==> config.mk <==
export PLATFORM = sky130hd
export DESIGN_NAME = dpu_cmd_arbiter
export DESIGN_NICKNAME = d
export VERILOG_FILES = /design/src/rtl/dpu_cmd_arbiter.sv
export SDC_FILE = /design/constraint.sdc
export NUM_CORES = 1
export LEC_CHECK = 0
export ABC_AREA = 1
export BUFFER_PORTS_ARGS = -buffer_cell sky130_fd_sc_hd__buf_2
export CORE_AREA = 2 2 87 89
export CTS_BUF_LIST = sky130_fd_sc_hd__clkbuf_16
export CTS_CLUSTER_SIZE = 16
export DETAILED_ROUTE_END_ITERATION = 12
export DIE_AREA = 0 0 89 91
export GPL_ROUTABILITY_DRIVEN = 0
export PLACE_DENSITY_LB_ADDON = 0.1
export SYNTH_ARGS = -nofsm -noshare
export SYNTH_HDL_FRONTEND = slang
export SYNTH_SLANG_ARGS = --single-unit
==> constraint.sdc <==
create_clock -name aclk -period 2.2 [get_ports aclk]
set_clock_uncertainty 0.1 [all_clocks]
set_input_delay 0 -clock aclk [delete_from_list [all_inputs] [get_ports aclk]]
set_output_delay 0 -clock aclk [all_outputs]
set_load 0.02 [all_outputs]
==> src/rtl/dpu_cmd_arbiter.sv <==
// N-source command arbiter for the dpu_top PIO port: round-robin or fixed
// priority, burst lock, response routing to the issuer with a timeout.

module dpu_cmd_arbiter_lane (
  input  logic i_own,
  input  logic i_act,
  input  logic i_rdy,
  input  logic i_rsp,
  output logic o_ready,
  output logic o_rsp_valid
);
  assign o_ready     = i_own & i_act & i_rdy;
  assign o_rsp_valid = i_own & i_rsp;
endmodule

module dpu_cmd_arbiter #(
  parameter int         N_SRC       = 3,
  parameter int         ADDR_BITS   = 24,
  parameter int         CMD_W       = 3,
  parameter int         DATA_W      = 8,
  parameter int         ARB_MODE    = 0,
  parameter logic [7:0] RSP_MASK    = 8'b0001_0000,
  parameter int         TIMEOUT_CYC = 1024
) (
  input  logic                       aclk,
  input  logic                       aresetn,
  input  logic [N_SRC-1:0]           s_cmd_valid,
  output logic [N_SRC-1:0]           s_cmd_ready,
  input  logic [N_SRC*CMD_W-1:0]     s_cmd_type,
  input  logic [N_SRC*ADDR_BITS-1:0] s_cmd_addr,
  input  logic [N_SRC*DATA_W-1:0]    s_cmd_data,
  input  logic [N_SRC-1:0]           s_lock,
  output logic [N_SRC-1:0]           s_rsp_valid,
  output logic [DATA_W-1:0]          s_rsp_data,
  output logic                       s_rsp_err,
  output logic                       m_cmd_valid,
  input  logic                       m_cmd_ready,
  output logic [CMD_W-1:0]           m_cmd_type,
  output logic [ADDR_BITS-1:0]       m_cmd_addr,
  output logic [DATA_W-1:0]          m_cmd_data,
  input  logic                       m_rsp_valid,
  input  logic [DATA_W-1:0]          m_rsp_data,
  output logic [N_SRC-1:0]           grant,
  output logic                       busy,
  output logic [15:0]                timeout_cnt
);
  localparam int IW = $clog2(N_SRC);
  localparam int TW = $clog2(TIMEOUT_CYC);
  localparam int MW = 1 << CMD_W;
  localparam logic [MW-1:0] RSP_M = MW'(RSP_MASK);

  typedef enum logic [1:0] {ST_IDLE, ST_ACTIVE, ST_WAIT} state_t;

  state_t             r_state, w_nxt;
  logic [N_SRC-1:0]   r_grant;
  logic [IW-1:0]      r_gidx, r_ptr, w_win, w_ptr_nxt;
  logic [IW:0]        w_cand;
  logic [TW-1:0]      r_tcnt;
  logic [15:0]        r_tocnt;
  logic [N_SRC-1:0]   w_req;
  logic               w_act, w_load, w_hs_rsp, w_tmo, w_rsp_fire, w_rsp_err;
  logic [DATA_W-1:0]  w_rsp_dat;
  logic               w_valid_g, w_lock_g;
  logic [CMD_W-1:0]   w_type_g;

  logic [CMD_W-1:0]     w_type_a [N_SRC];
  logic [ADDR_BITS-1:0] w_addr_a [N_SRC];
  logic [DATA_W-1:0]    w_data_a [N_SRC];

  for (genvar i = 0; i < N_SRC; i++) begin : g_lane
    assign w_type_a[i] = s_cmd_type[i*CMD_W +: CMD_W];
    assign w_addr_a[i] = s_cmd_addr[i*ADDR_BITS +: ADDR_BITS];
    assign w_data_a[i] = s_cmd_data[i*DATA_W +: DATA_W];
    dpu_cmd_arbiter_lane u_lane (
      .i_own       (r_grant[i]),
      .i_act       (w_act),
      .i_rdy       (m_cmd_ready),
      .i_rsp       (w_rsp_fire),
      .o_ready     (s_cmd_ready[i]),
      .o_rsp_valid (s_rsp_valid[i])
    );
  end

  assign w_req     = s_cmd_valid | s_lock;
  assign w_valid_g = s_cmd_valid[r_gidx];
  assign w_lock_g  = s_lock[r_gidx];
  assign w_type_g  = w_type_a[r_gidx];

  // Scan from the highest candidate down so the first candidate in order wins.
  always_comb begin
    w_win  = '0;
    w_cand = '0;
    for (int k = N_SRC-1; k >= 0; k--) begin
      w_cand = (ARB_MODE == 0) ? {1'b0, r_ptr} + (IW+1)'(k) : (IW+1)'(k);
      if (w_cand >= (IW+1)'(N_SRC)) w_cand = w_cand - (IW+1)'(N_SRC);
      if (w_req[w_cand[IW-1:0]]) w_win = w_cand[IW-1:0];
    end
  end

  assign w_ptr_nxt = (w_win == IW'(N_SRC-1)) ? '0 : w_win + 1'b1;

  always_comb begin
    w_nxt      = r_state;
    w_act      = 1'b0;
    w_load     = 1'b0;
    w_hs_rsp   = 1'b0;
    w_tmo      = 1'b0;
    w_rsp_fire = 1'b0;
    w_rsp_err  = 1'b0;
    w_rsp_dat  = '0;
    unique case (r_state)
      ST_IDLE: begin
        if (|w_req) begin
          w_load = 1'b1;
          w_nxt  = ST_ACTIVE;
        end
      end
      ST_ACTIVE: begin
        w_act = 1'b1;
        if (w_valid_g && m_cmd_ready) begin
          if (RSP_M[w_type_g]) begin
            w_hs_rsp = 1'b1;
            w_nxt    = ST_WAIT;
          end else if (!w_lock_g) begin
            w_nxt = ST_IDLE;
          end
        end else if (!w_valid_g && !w_lock_g) begin
          w_nxt = ST_IDLE;
        end
      end
      ST_WAIT: begin
        // A response arriving on the timeout cycle takes precedence.
        if (m_rsp_valid) begin
          w_rsp_fire = 1'b1;
          w_rsp_dat  = m_rsp_data;
        end else if (r_tcnt == TW'(TIMEOUT_CYC-1)) begin
          w_rsp_fire = 1'b1;
          w_rsp_err  = 1'b1;
          w_tmo      = 1'b1;
        end
        if (w_rsp_fire) w_nxt = w_lock_g ? ST_ACTIVE : ST_IDLE;
      end
      default: w_nxt = ST_IDLE;
    endcase
  end

  always_ff @(posedge aclk) begin
    if (!aresetn) r_state <= ST_IDLE;
    else          r_state <= w_nxt;
  end

  always_ff @(posedge aclk) begin
    if (!aresetn) begin
      r_grant <= '0;
      r_gidx  <= '0;
      r_ptr   <= '0;
      r_tcnt  <= '0;
      r_tocnt <= '0;
    end else begin
      if (w_load) begin
        r_grant <= N_SRC'(1) << w_win;
        r_gidx  <= w_win;
        if (ARB_MODE == 0) r_ptr <= w_ptr_nxt;
      end else if (w_nxt == ST_IDLE) begin
        r_grant <= '0;
      end
      if (w_hs_rsp)                r_tcnt <= '0;
      else if (r_state == ST_WAIT) r_tcnt <= r_tcnt + 1'b1;
      if (w_tmo && r_tocnt != 16'hFFFF) r_tocnt <= r_tocnt + 16'd1;
    end
  end

  assign m_cmd_valid = w_act & w_valid_g;
  assign m_cmd_type  = w_act ? w_type_g         : '0;
  assign m_cmd_addr  = w_act ? w_addr_a[r_gidx] : '0;
  assign m_cmd_data  = w_act ? w_data_a[r_gidx] : '0;
  assign s_rsp_data  = w_rsp_dat;
  assign s_rsp_err   = w_rsp_err;
  assign grant       = r_grant;
  assign busy        = (r_state != ST_IDLE);
  assign timeout_cnt = r_tocnt;

endmodule

==> reports/results.txt <==
R2r endpoint: timeout_cnt[6]$_SDFFE_PN0P_
Remaining global-route overflow: 0
Post-synthesis cell type count: 29
Clk sinks: 35
Vias in the first global route: 3578
Crit path max fanout: 8
Initial antenna violation count: 3
CP endpoint kind: flip-flop
Tmin final: 1970 ps
Cells after synthesis: 534
Die area: 8100 um^2
Leak: 2.10 nW
Detailed placement HPWL: 8450 um
Total I/O pin count: 194
Drt total wl: 10400 um
Starting Density: 0.422
Share of cells above drive strength 1: 0.317
Setup slack, reg-to-reg: 230 ps
Min-delay src: s_cmd_type[8]
Worst rel slew slack: 0.604
PwrDens: 835 nW/um^2
Status: completed
Worst setup margin: 231 ps
Hold crit path type: in -> reg
CTS tree: yes
H-tree Lvls: 2
Synth top area cells: dfxtp_1 23%, nand2_1 17%, nor2_1 14%, a21oi_1 9.6%, o21ai_0 6.8%
Endpoints failing setup: 0
Via count: 3991
TritonRoute pass-1 iters: 4
Cell Area, Synth: 3010 um^2
Setup CP Type: reg -> reg
Maximum VDD drop: 0.000450 V
CTS Buf Count: 5
Longest Clk Path Bufs: 2
Clock latency on the worst-skew pair: 270 ps
Setup TNS: 0 ps
Pin count of the biggest net entering global routing: 39
Fin crit share: 0.895
Worst-path clk slew: 50 ps
Worst-margin pin slew: 594 ps
Reg2reg start: r_tcnt[0]$_SDFFE_PP0P_
Syn Area/Cell: 5.64 um^2
DRC: 0
Slew Viols, Final: 0
Final-stage net count: 841
DRT iter0 DRCs: 134
Row cnt: 31
Flop and latch count out of synthesis: 35
GRT Overall Usage: 0.240
Critical path startpoint category: flip-flop
Post-Syn Nets: 662
Post-DR vias/cell: 4.90
Crit path DAT: 2000 ps
FMAX: 508 MHz
Cell accounting for the most synthesized area: dfxtp_1
Worst hold slack: 164 ps
Hold Crit Depth: 6
Area growth syn-to-layout: 38.3%
First-pass GRT wire length: 15900 um
Hold Vio Cnt, Final: 0
Die width: 89 um
Top cell type's share of synthesized area: 0.233
Worst Path Required: 2230 ps
Hold Path Sink: r_state[0]$_SDFF_PN0_
Placement Setup Slack: 251 ps
Die span in y: 91 um
ANT nets after route: 0
PortBufs: 193
Sequential area share after synthesis: 0.233
Routed WL per cell: 12.8 um
CTS root buffer: clkbuf_16
Final Util: 0.583
Syn. warnings: 0
R2r worst-path depth: 8
Max-cap violations: 0
Area of the core: 7140 um^2
RSZ-0062 raised after global routing: no
## state kept, by name, summed over array words and instances, names as in the netlist
name         count
r_tcnt          10
timeout_cnt     16
r_ptr            2
r_state          2
grant            3
r_gidx           2
## metrics by stage
| stage | instance area, um^2 | instances | power, mW |
|---|---|---|---|
| floorplan | 3010 | 534 | 2.24 |
| global placement | 4000 | 803 | 2.80 |
| detailed placement | 4000 | 803 | 2.83 |
| CTS | 4150 | 811 | 3.49 |
| global route | 4160 | 813 | 3.76 |
| finish | 4160 | 815 | 3.48 |
## where the power goes
group	switching, mW	internal, mW
Sequential	0.0547	0.692
Combinational	1.36	0.718
Clock	0.243	0.406
Total	1.66	1.82
## synth_stat cells, drive strengths merged
cell type	number
buf	15
nor4	4
o21ai	41
xor2	12
ha	5
clkbuf	18
nand3	23
a21oi	59
nor3	12
or2	3
nor3b	5
nor2	111
nand4	5
nand2	134
o211ai	1
inv	47
xnor2	4
dfxtp	35
## cells by family (layout without fill, tap and decap cells)
family                     Yosys count  count (layout)  share of synthesized area
other                                0               3                          0
AOI/OAI and AO/OA                  101             101                      0.170
buffers and inverters               80             259                      0.116
and+or+nand+nor                    297             297                      0.414
xor gates and xnor gates            16              16                     0.0465
DFF                                 35              35                      0.233
adders and majority gates            5               5                     0.0208
## per-layer routing
layer  part of all wire  global-route usage  vias to the layer above  wire length [um]
li1                   -                   -                     2054                 -
met1               0.42               0.288                     1791              4350
met2               0.49               0.422                      129              5080
met3              0.077              0.0564                       17               798
met4              0.018              0.0609                        0               188
met5                  0                   0                        -                 0
## worst max-delay path: stages (launching register included)
cell and delay (ps):
dfxtp_1 370, ha_1 190, nand3_1 80, nor2_1 160, nand4_1 140, nor2_2 360
clkinvlp_4 270, nand2_1 100, a21oi_1 60
## cell type report
class / instances / area, um^2
clock buffers: 5 / 125
well taps: 99 / 124
fillers: 761 / 2970
flip-flops and latches: 35 / 701
inverters: 47 / 176
diodes: 3 / 7.51
repair inverters: 1 / 7.51
repair buffers: 204 / 1050
clock inverters: 2 / 8.76
multi-input cells: 419 / 1960
## what timing repair did
item	in CTS	in global routing
hold buffers	1	0
setup endpoints to repair	0	6
buffers inserted	0	0
gates resized for setup	0	2
hold endpoints to repair	5	0
## how the worst max path moves through the flow
stage | to | start
after global routing | r_gidx[0]$_SDFFE_PN0P_ | r_ptr[1]$_SDFFE_PN0P_
after floorplan | timeout_cnt[3]$_SDFFE_PN0P_ | r_tcnt[0]$_SDFFE_PP0P_
final | timeout_cnt[6]$_SDFFE_PN0P_ | r_tcnt[0]$_SDFFE_PP0P_
after CTS | timeout_cnt[8]$_SDFFE_PN0P_ | timeout_cnt[0]$_SDFFE_PN0P_
after global placement | timeout_cnt[3]$_SDFFE_PN0P_ | timeout_cnt[0]$_SDFFE_PN0P_
after detailed placement | timeout_cnt[3]$_SDFFE_PN0P_ | timeout_cnt[0]$_SDFFE_PN0P_
## placed cells by master, fill, tap and decap left out
cell type,count
or2_2,2
inv_1,40
nand3_2,1
nor2_2,1
a21oi_2,1
nor3_1,11
ha_1,5
nor4_2,1
clkbuf_16,5
dfxtp_1,35
buf_2,193
clkinvlp_4,1
nor3b_1,5
o21ai_0,41
nand3_1,22
xnor2_1,4
nor2_1,109
diode_2,3
buf_4,10
inv_2,7
nor4_4,1
nor2_4,1
xor2_1,12
nor4_1,2
nand4_1,5
nand2_1,134
a21oi_1,58
nor3_2,1
o211ai_1,1
dlygate4sd3_1,1
clkinv_1,1
or2_0,1
clkinv_2,1
No activity file was read; power rests on OpenSTA's default activity.
